===== config.mk =====
export PLATFORM = sky130hd
export DESIGN_NAME = fetch_stage
export DESIGN_NICKNAME = d
export VERILOG_FILES = /design/src/rtl/fetch_stage.sv
export SDC_FILE = /design/constraint.sdc
export NUM_CORES = 1
export LEC_CHECK = 0
export CAP_MARGIN = 20
export CELL_PAD_IN_SITES_DETAIL_PLACEMENT = 2
export CELL_PAD_IN_SITES_GLOBAL_PLACEMENT = 2
export CORE_MARGIN = 3
export CORE_UTILIZATION = 34
export CTS_CLUSTER_DIAMETER = 120
export DETAILED_ROUTE_END_ITERATION = 8
export PLACE_DENSITY_LB_ADDON = 0.1
export SYNTH_ARGS = -nofsm -noshare
export SYNTH_HDL_FRONTEND = slang
export SYNTH_SLANG_ARGS = --single-unit

===== constraint.sdc =====
create_clock -name clk -period 4.25 [get_ports clk]
set_input_delay 0.85 -clock clk [delete_from_list [all_inputs] [get_ports clk]]
set_output_delay 0.85 -clock clk [all_outputs]
set_load 0.05 [all_outputs]

===== src/rtl/fetch_stage.sv =====
// IF stage: owns the fetch PC, issues one outstanding imem request at a time,
// and drives the IF/ID pipeline register (stall/flush/redirect aware).
module fetch_stage #(
  parameter logic [31:0] RESET_PC = 32'h0000_0000
) (
  input  logic        clk,
  input  logic        rst_n,
  input  logic        stall_in,
  input  logic        flush_in,
  input  logic        redirect_in,
  input  logic [31:0] redirect_pc_in,
  output logic        imem_req_out,
  output logic [31:0] imem_addr_out,
  input  logic        imem_ready_in,
  input  logic [31:0] imem_rdata_in,
  output logic [31:0] instr_out,
  output logic [31:0] pc_out,
  output logic [31:0] pc_plus4_out,
  output logic        valid_out
);

  localparam int unsigned XLEN = 32;
  localparam logic [XLEN-1:0] NOP      = 32'h0000_0013;
  localparam logic [XLEN-1:0] PC_STEP  = 32'd4;
  localparam logic [XLEN-1:0] ALIGN_MASK = 32'hFFFF_FFFC;

  localparam logic [1:0] S_FETCH   = 2'd0;
  localparam logic [1:0] S_HOLD    = 2'd1;
  localparam logic [1:0] S_DISCARD = 2'd2;

  logic [1:0]      state_q, state_d;
  logic [XLEN-1:0] pc_q, pc_d;
  logic            req_q, req_d;
  logic [XLEN-1:0] buf_q, buf_d;
  logic [XLEN-1:0] tgt_q, tgt_d;
  logic [XLEN-1:0] instr_q, instr_d;
  logic [XLEN-1:0] pc_out_q, pc_out_d;
  logic [XLEN-1:0] pc4_q, pc4_d;
  logic            valid_q, valid_d;

  logic            done;
  logic            capture;
  logic [XLEN-1:0] cap_instr;
  logic [XLEN-1:0] redirect_tgt;
  logic [XLEN-1:0] pc_inc;

  // Next-state: fetch FSM plus IF/ID register update
  always_comb begin
    state_d   = state_q;
    pc_d      = pc_q;
    buf_d     = buf_q;
    tgt_d     = tgt_q;
    instr_d   = instr_q;
    pc_out_d  = pc_out_q;
    pc4_d     = pc4_q;
    valid_d   = valid_q;
    capture   = 1'b0;
    cap_instr = buf_q;

    done         = req_q & imem_ready_in;
    redirect_tgt = redirect_pc_in & ALIGN_MASK;
    pc_inc       = pc_q + PC_STEP;

    case (state_q)
      S_FETCH: begin
        // req_q low only in the first cycle out of reset: nothing in flight
        if (!req_q) begin
          if (redirect_in) pc_d = redirect_tgt;
        end else if (done) begin
          if (redirect_in) begin
            pc_d = redirect_tgt;
          end else if (!stall_in) begin
            capture   = 1'b1;
            cap_instr = imem_rdata_in;
            pc_d      = pc_inc;
          end else begin
            buf_d   = imem_rdata_in;
            state_d = S_HOLD;
          end
        end else if (redirect_in) begin
          tgt_d   = redirect_tgt;
          state_d = S_DISCARD;
        end
      end
      S_HOLD: begin
        if (redirect_in) begin
          pc_d    = redirect_tgt;
          buf_d   = '0;
          state_d = S_FETCH;
        end else if (!stall_in) begin
          capture   = 1'b1;
          cap_instr = buf_q;
          pc_d      = pc_inc;
          buf_d     = '0;
          state_d   = S_FETCH;
        end
      end
      S_DISCARD: begin
        // Address held at pc_q until the stale response drains
        if (done) begin
          pc_d    = redirect_in ? redirect_tgt : tgt_q;
          tgt_d   = '0;
          state_d = S_FETCH;
        end else if (redirect_in) begin
          tgt_d = redirect_tgt;
        end
      end
      default: state_d = S_FETCH;
    endcase

    req_d = (state_d != S_HOLD);

    if (flush_in) begin
      valid_d = 1'b0;
      instr_d = NOP;
    end else if (stall_in) begin
      valid_d = valid_q;
    end else if (capture) begin
      instr_d  = cap_instr;
      pc_out_d = pc_q;
      pc4_d    = pc_inc;
      valid_d  = 1'b1;
    end else begin
      valid_d = 1'b0;
      instr_d = NOP;
    end
  end

  always_ff @(posedge clk or negedge rst_n) begin
    if (!rst_n) begin
      state_q  <= S_FETCH;
      pc_q     <= RESET_PC;
      req_q    <= 1'b0;
      buf_q    <= '0;
      tgt_q    <= '0;
      instr_q  <= NOP;
      pc_out_q <= '0;
      pc4_q    <= '0;
      valid_q  <= 1'b0;
    end else begin
      state_q  <= state_d;
      pc_q     <= pc_d;
      req_q    <= req_d;
      buf_q    <= buf_d;
      tgt_q    <= tgt_d;
      instr_q  <= instr_d;
      pc_out_q <= pc_out_d;
      pc4_q    <= pc4_d;
      valid_q  <= valid_d;
    end
  end

  assign imem_req_out  = req_q;
  assign imem_addr_out = pc_q;
  assign instr_out     = instr_q;
  assign pc_out        = pc_out_q;
  assign pc_plus4_out  = pc4_q;
  assign valid_out     = valid_q;

endmodule


==> results of run 1 <==
per-stage QoR:
stage               cells  power (W)
global placement     1652    0.00868
finish               1684     0.0105
floorplan            1136    0.00672
detailed placement   1652    0.00885
CTS                  1684     0.0105
global route         1684     0.0111
power breakdown:
part / internal, W / switching (W) / total [W]
logic: 0.00188 / 0.00363 / 0.00551
registers: 0.00255 / 0.000769 / 0.00332
clock network: 0.000809 / 0.000821 / 0.00163
total: 0.00524 / 0.00522 / 0.0105
metal layers:
metal  vias up  wire, um
li1       4256         -
met1      4831     17600
met2       226     18000
met3        23      1640
met4         0       466
met5         -         0
logic make-up (layout without fill, tap and decap cells):
group           count (synthesis)  after routing  synth area share (%)
compound gates                299            299                  18.4
flops                         194            194                  48.2
mux                            55             55                  5.59
simple gates                  426            426                  18.7
fa+ha+maj                       5              5                 0.621
buf+inv                       113            277                  4.66
xor+xnor                       44             44                  3.82
layout by cell type, fill, tap and decap left out, types with 4 or more instances in the layout:
cell	instances
xnor2_1	23
xor2_1	21
nor2b_1	6
and4_1	4
a22oi_1	6
and2_1	6
o22ai_1	8
nand3_1	23
inv_1	11
clkbuf_16	17
buf_4	34
a21oi_1	49
inv_6	5
a22o_1	36
clkdlybuf4s50_1	195
nand4_1	14
nor4_1	5
o21ai_0	126
o21ai_1	10
and3_1	5
a31oi_1	8
mux2_2	6
nor2_1	47
ha_1	5
nor3_1	13
a221oi_1	8
o22a_1	4
mux2i_1	48
o211ai_1	5
a211oi_1	10
dfrtp_1	191
nand2_1	272
a32oi_1	7
nand2b_1	5
worst max-delay path, cell delays in order:
cell and delay, ns:
clkdlybuf4s50_1 0.60, and2_1 0.38, a21oi_1 0.19, or4_4 0.49, buf_4 0.38, o21ai_0 0.33
registers in the layout, indices dropped and copies added (netlist names):
name           flops
tgt_q             32
imem_addr_out     32
instr_out         32
state_q            2
pc_plus4_out      30
buf_q             32
valid_out          1
pc_out            32
imem_req_out       1
worst paths after layout:
kind	from	to	slack, ns
worst max register to register	state_q[1]$_DFF_PN0_	imem_addr_out[15]$_DFFE_PN0P_	1.41
max in group asynchronous	rst_n	pc_plus4_out[4]$_DFFE_PN0P_	2.89
worst min-delay path	rst_n	pc_out[11]$_DFFE_PN0P_	0.42
worst max-delay path	imem_ready_in	instr_out[14]$_DFFE_PN0P_	1.35
worst min register to register	pc_out[26]$_DFFE_PN0P_	pc_out[26]$_DFFE_PN0P_	0.48
min in group clk	pc_out[26]$_DFFE_PN0P_	pc_out[26]$_DFFE_PN0P_	0.48
cell type report:
| class | instances | area, sq um | share of cell area [%] |
|---|---|---|---|
| inverters | 13 | 48.8 | 0.375 |
| repair buffers | 232 | 2250 | 17.3 |
| multi-input cells | 829 | 4810 | 36.9 |
| clock buffers | 20 | 457 | 3.51 |
| clock inverters | 12 | 116 | 0.894 |
| flip-flops and latches | 194 | 4860 | 37.3 |
| well taps | 384 | 480 | 3.69 |
==> flow_summary.toml, run 1 <==
[outcome]
status = "complete, no violations"

[place]
place_ws_ns = 0.895
dp.final_hpwl_um = 26300
portBuffers = 197
gp_congestion = 0.825
placedInstanceArea_sq_mm = 0.0124

[logic_synthesis]
synth.top_cell.area_share_pct = 47.4
synth-seq-area-share_pct = 48.2
yosys-top-cells-area = "dfrtp_1 47%, nand2_1 10%, o21ai_0 6.3%, mux2i_1 4.8%, a22o_1 3.1%"
syn_nets = 1211
yosysWarnings = 0
synth_ff_type = "dfrtp_1"
synthDistinctLibCells = 65
synthCells = 1136
ys_seq_elements = 194
synth_most_common_cell = "nand2_1"
synth-edff-count = 0
synth_largest_area_cell = "dfrtp_1"
ys_top_cells_by_count = "272 x nand2_1, 191 x dfrtp_1, 126 x o21ai_0"
syn_avg_cell_area_sq_um = 8.87
synthArstFlopShare_pct = 100
netlist_area_sq_mm = 0.0101

[detailed_routing]
postRouteAntennaNets = 0
wl_per_cell_um = 22.4
drt_wl_total_um = 37800
vias = 9336
firstDrtPassIters = 5
route.detailed.drc = 0
via_per_inst = 5.54
drtIter0Drc = 585

[timing]
setup_viol = 0
fin_crit_sh_pct = 68.3
worst_pin_slew_ns = 0.860
rsz0062_at_grt = "false"
clock_skew_ns = 0.0196
min_period_ns = 2.90
max_freq_ghz = 0.345
slew_violations = 0
slew_headroom_pct = 42.7
finalSetupTns_ns = 0
whs_ns = 0.421
finalHoldViolations = 0
setup_ws_ns = 1.35

[floorplanning]
start_util_pct = 34.8
die_w_um = 178
io_pins = 200
rows = 62
fp.dieH_um = 178
coreArea_sq_mm = 0.0289
dieArea_sq_mm = 0.0317

[grt]
track_usage_pct = 24.1
antenna_found_initial = 0
grt-busiest-layer = "met2"
grt_util_met2_pct = 39.3
grt_first_pass_wirelength_um = 59400
grt_pass1_vias = 10000
grt_overflow = 0
use_met3_pct = 3.26
grt_max_degree = 94
met1_usage_pct = 33.9

[critical_path]
critical_path_arrival_ns = 3.23
critical_path_required_ns = 4.58
ff2ff_path_depth = 8
crit_type = "input pin to flop"
start_kind = "input pin"
cp_max_fo = 62
cp-end-kind = "flop"

[clock_network]
cts_buffer_depth = 2
clock_latency_ns = 0.44
cts_sinks = 194
ctsRootBufferMaster = "clkbuf_16"
cts_buffers = 17
cts_hold_buf = 0
htree_num_levels = 4
ctsResizeCount = 0
clk_pin_slew_ns = 0.08
cts_setup_buffers = 0
cts_tree = "built"

[power_and_ir_drop]
p_per_area_mw_per_mm2 = 804
vdd_drop_max_uv = 316
leakage_nw = 5.75

[layout]
area_delta_synth_final_pct = 29.2
num_antenna_cells = 0
nNetsFinal = 1362
fillers = 3137
final_core_util_pct = 45.0
fin_area_sq_mm = 0.0130
final_layout_size_suffix_gt1_share_pct = 7.31

[min_path]
hold_path.class = "input pin to asynchronous set/reset pin"

[job]
cap_violations = 0
Power figures use the tool's default switching activity.
==> run 2, diff against run 1 <==
CORE_UTILIZATION = 28   (was 34)
clock period = 2.5 ns   (was 4.25 ns; I/O delays follow)
==> run 2 against run 1 <==
Against the previous run: clock skew decreased by 0.0082 ns; sequential power increased by 59%; die area up 21%; final cell count rose by 8.6%; worst setup slack worse by 1.3 ns; register-to-register slack worse by 1.3 ns; sequential share of layout area fell by 2.2 points; combinational power increased by 94%; count of clock-buffer cells in the layout up 1.
==> flow_summary.toml, run 2 (same netlist as run 1, synthesis figures left out) <==
[floorplanning]
coreArea_sq_mm = 0.0350
fp.dieH_um = 196
rows = 68
start_util_pct = 28.8
die_w_um = 196
dieArea_sq_mm = 0.0383
io_pins = 200

[grt]
antenna_found_initial = 0
grt_first_pass_wirelength_um = 63800
track_usage_pct = 21.4
grt_overflow = 0
grt_max_degree = 100
grt_pass1_vias = 10300

[timing]
worst_pin_slew_ns = 0.576
fin_crit_sh_pct = 97.9
finalHoldViolations = 0
slew_violations = 0
max_freq_ghz = 0.408
rsz0062_at_grt = "true"
slew_headroom_pct = 61.5
setup_viol = 0
finalSetupTns_ns = 0
min_period_ns = 2.45
clock_skew_ns = 0.0114
whs_ns = 0.00793

[clock_network]
ctsRootBufferMaster = "clkbuf_16"
cts_buffers = 17
cts_buffer_depth = 2
cts_setup_buffers = 0
cts_sinks = 194
cts_hold_buf = 0
cts_tree = "built"
clk_pin_slew_ns = 0.08
clock_latency_ns = 0.45
htree_num_levels = 4

[critical_path]
start_kind = "flop"
critical_path_required_ns = 2.00
critPathBufInv = 1
r2r_slack_ns = 0.09
crit_family = "buffers and inverters"
cpMaxStageDelayCell = "clkdlybuf4s50_1"
critical_path_arrival_ns = 1.95
max_stage_delay_ns = 0.89
cp_max_fo = 8
crit_path_cell_trace = "clkdlybuf4s50_1"
crit_type = "flop to primary output"
rr_startpoint = "imem_addr_out[2]$_DFFE_PN0P_"
cp-end-kind = "primary output"
critPathLaunch = "imem_addr_out[25]$_DFFE_PN0P_"

[detailed_routing]
vias = 9434
wl_met3_um = 1450
drtIter0Drc = 484
met2WireLength_um = 19100
via_per_inst = 5.16
drt_wl_total_um = 41000
postRouteAntennaNets = 0
wl_per_cell_um = 22.4
firstDrtPassIters = 5
route.detailed.drc = 0
highest_layer = "met4"
drt-met1-wl_um = 19900

[place]
gp_congestion = 0.822
placed_cells = 1797
placedInstanceArea_sq_mm = 0.0133
dp.final_hpwl_um = 29400
portBuffers = 197

[power_and_ir_drop]
power.switching_w = 0.00909
vdd_drop_max_uv = 666
internal_power_w = 0.00962
comb_power_share_pct = 57.1
seqPwrFrac_pct = 28.2
p_per_area_mw_per_mm2 = 1350
leakage_nw = 6.17
clkPwrFrac_pct = 14.8
netSwitchingFraction_pct = 48.6

[min_path]
hold_path.class = "input pin to asynchronous set/reset pin"

[layout]
final_common_cell = "nand2_1"
num_antenna_cells = 0
final_cell_mix = "272 x nand2_1, 192 x clkdlybuf4s50_1, 179 x dfrtp_1"
fin_area_sq_mm = 0.0139
final_core_util_pct = 39.7
fin_cells = 1829
nNetsFinal = 1436
final_layout_size_suffix_gt1_share_pct = 13.7
area_delta_synth_final_pct = 37.7

[outcome]
status = "complete, no violations"

[job]
cap_violations = 0
[run 2: cell count changes in the layout (fill, tap and decap cells not counted), sizes merged, moves of 3 or more]
cell           before  now
clkdlybuf4s50     195  192
buf                36  111
inv                19   13
clkinvlp            1    4
[run 2: what timing repair did]
item / in CTS / in global routing
gates resized for setup: 1 / 9
pin swaps: 0 / 0
hold endpoints to repair: 0 / 0
endpoints found under the setup margin: 1 / 12
[run 2: layout make-up]
type / count / area, sq um
clock buffers: 21 / 460
fillers: 3796 / 21100
flip-flops and latches: 194 / 4870
clock inverters: 11 / 108
well taps: 455 / 569
multi-input cells: 829 / 4820
inverters: 13 / 48.8
repair buffers: 306 / 2990
[run 2: per-layer routing]
layer  vias up  global-route usage, %
met2       186                   34.6
met1      4822                   30.7
met3        24                   3.09
met4         0                   4.52
li1       4402                      -
met5         -                      0
[run 2: stage by stage]
step                      total power (W)  worst slack, ns
after floorplan                    0.0114          0.00185
after global placement             0.0157         -0.00264
after detailed placement           0.0160          -0.0356
after CTS                          0.0189           0.0138
after global routing               0.0199          -0.0261
final                              0.0187           0.0514
[run 2: final timing paths]
path	to	cells past startpoint
min in group clk	pc_out[15]$_DFFE_PN0P_	2
worst max-delay path	imem_addr_out[25]	1
worst min-delay path	pc_out[11]$_DFFE_PN0P_	1
worst min register to register	pc_out[15]$_DFFE_PN0P_	2
worst max register to register	imem_addr_out[30]$_DFFE_PN0P_	7
max in group asynchronous	instr_out[0]$_DFFE_PN1P_	2
[run 2: power groups by stage]
stage          clock network [W]  logic [W]  registers, W
2_1_floorplan                  0    0.00384       0.00761
3_3_place_gp                   0     0.0105       0.00526
3_5_place_dp                   0     0.0107       0.00533
4_1_cts                  0.00287     0.0107       0.00527
5_1_grt                  0.00297     0.0115       0.00544
6_report                 0.00276     0.0107       0.00527
==> run 3, diff against run 2 <==
CORE_MARGIN = unset   (was 3)
==> run 3 against run 2 <==
Against the previous run: combinational power about the same; global-route usage up 1.0 points; flip-flop and latch count is the same; critical path type unchanged; highest routed layer unchanged.
==> flow_summary.toml, run 3 (same netlist as run 1, synthesis figures left out) <==
[grt]
grt_pass1_vias = 10200
grt_first_pass_wirelength_um = 62300
antenna_found_initial = 0
grt_max_degree = 74
grt_overflow = 0
track_usage_pct = 22.5

[detailed_routing]
route.detailed.drc = 0
drtIter0Drc = 455
drt_wl_total_um = 40200
wl_per_cell_um = 21.8
via_per_inst = 5.20
firstDrtPassIters = 5
postRouteAntennaNets = 0
vias = 9587

[critical_path]
cp_max_fo = 10
r2r_slack_ns = 0.06
start_kind = "flop"
critical_path_required_ns = 2.00
cp-end-kind = "primary output"
crit_type = "flop to primary output"
critical_path_arrival_ns = 1.95

[timing]
whs_ns = 0.0311
slew_headroom_pct = 62.2
min_period_ns = 2.45
setup_viol = 0
slew_violations = 0
fin_crit_sh_pct = 98.0
max_freq_ghz = 0.408
rsz0062_at_grt = "false"
finalHoldViolations = 0
worst_pin_slew_ns = 0.565
clock_skew_ns = 0.0124

[layout]
final_layout_size_suffix_gt1_share_pct = 14.0
multi_input_area_sq_mm = 0.00482
nNetsFinal = 1443
seq_area_sq_mm = 0.00487
fillers = 3913
fin_area_sq_mm = 0.0139
final_common_cell = "nand2_1"
num_antenna_cells = 0
area_delta_synth_final_pct = 37.8
final_cell_mix = "272 x nand2_1, 191 x clkdlybuf4s50_1, 179 x dfrtp_1"

[power_and_ir_drop]
p_per_area_mw_per_mm2 = 1350
clkPwrFrac_pct = 15.4
vdd_drop_max_uv = 601
seqPwrFrac_pct = 27.8
internal_power_w = 0.00971
leakage_nw = 6.20
netSwitchingFraction_pct = 48.2
comb_power_share_pct = 56.8
power.switching_w = 0.00905

[clock_network]
cts_tree = "built"
cts_sinks = 194
clk_pin_slew_ns = 0.07
cts_buffer_depth = 2
cts_buffers = 17
clock_latency_ns = 0.46
cts_hold_buf = 0
ctsRootBufferMaster = "clkbuf_16"
htree_num_levels = 4
cts_setup_buffers = 0

[floorplanning]
io_pins = 200
dieArea_sq_mm = 0.0367
rows = 69
coreArea_sq_mm = 0.0355
start_util_pct = 28.4
fp.dieH_um = 192
die_w_um = 192

[job]
cap_violations = 0

[place]
gp_congestion = 0.825
dp.final_hpwl_um = 29400
placedInstanceArea_sq_mm = 0.0133
portBuffers = 197

[min_path]
hold_path.class = "input pin to asynchronous set/reset pin"

[outcome]
status = "complete, no violations"
[run 3: worst paths after layout]
| path | start | end | cells past startpoint |
|---|---|---|---|
| setup / recovery | imem_addr_out[15]$_DFFE_PN0P_ | imem_addr_out[15] | 2 |
| hold / removal | rst_n | pc_out[13]$_DFFE_PN0P_ | 1 |
| setup reg to reg | imem_addr_out[2]$_DFFE_PN0P_ | imem_addr_out[30]$_DFFE_PN0P_ | 7 |
| hold reg to reg | pc_out[31]$_DFFE_PN0P_ | pc_out[31]$_DFFE_PN0P_ | 2 |
| max in group asynchronous | rst_n | tgt_q[15]$_DFFE_PN0P_ | 2 |
| min in group clk | pc_out[31]$_DFFE_PN0P_ | pc_out[31]$_DFFE_PN0P_ | 2 |
[run 3: power by group through the flow]
stage / sequential (W) / combinational [W] / clock [W]
4_1_cts: 0.00522 / 0.0108 / 0.00298
3_3_place_gp: 0.00521 / 0.0104 / 0
3_5_place_dp: 0.00528 / 0.0107 / 0
5_1_grt: 0.00536 / 0.0114 / 0.00307
2_1_floorplan: 0.00761 / 0.00384 / 0
6_report: 0.00521 / 0.0107 / 0.00288
[run 3: through the flow]
stage,power (W),util [%],TNS [ns],worst slack [ns],cells
6_report,0.0188,39.1,0,0.0491,1842
3_5_place_dp,0.0160,37.4,-0.470,-0.104,1810
3_3_place_gp,0.0157,37.4,-0.0689,-0.0359,1810
2_1_floorplan,0.0114,-,0,0.00185,1136
5_1_grt,0.0199,39.1,0,0.00182,1842
4_1_cts,0.0190,39.1,0,0.0127,1842
[run 3: cell type report]
class / instances / share of cell area, %
clock buffer: 21 / 3.39
clock inverter: 11 / 0.919
inverter: 13 / 0.351
multi-input combinational: 829 / 34.7
sequential: 194 / 35.1
tap: 461 / 4.15
timing repair buffer: 313 / 21.4
[run 3: repair_timing]
action	in CTS	in global routing
gates resized for setup	4	4
pin swaps	0	1
endpoints found under the setup margin	3	5
[run 3: worst max-delay path: stages, from the launching register on]
cell and delay, ns:
dfrtp_2 0.42, buf_4 0.24, clkdlybuf4s50_1 0.84
[run 3: per-layer routing]
metal,vias up,wire length [um],global-route usage [%],part of all wire (%)
li1,4426,-,-,-
met1,4917,19600,31.8,49
met2,205,18400,35.0,46
met3,39,1370,3.16,3.4
met4,0,816,7.26,2.0
met5,-,0,0,0
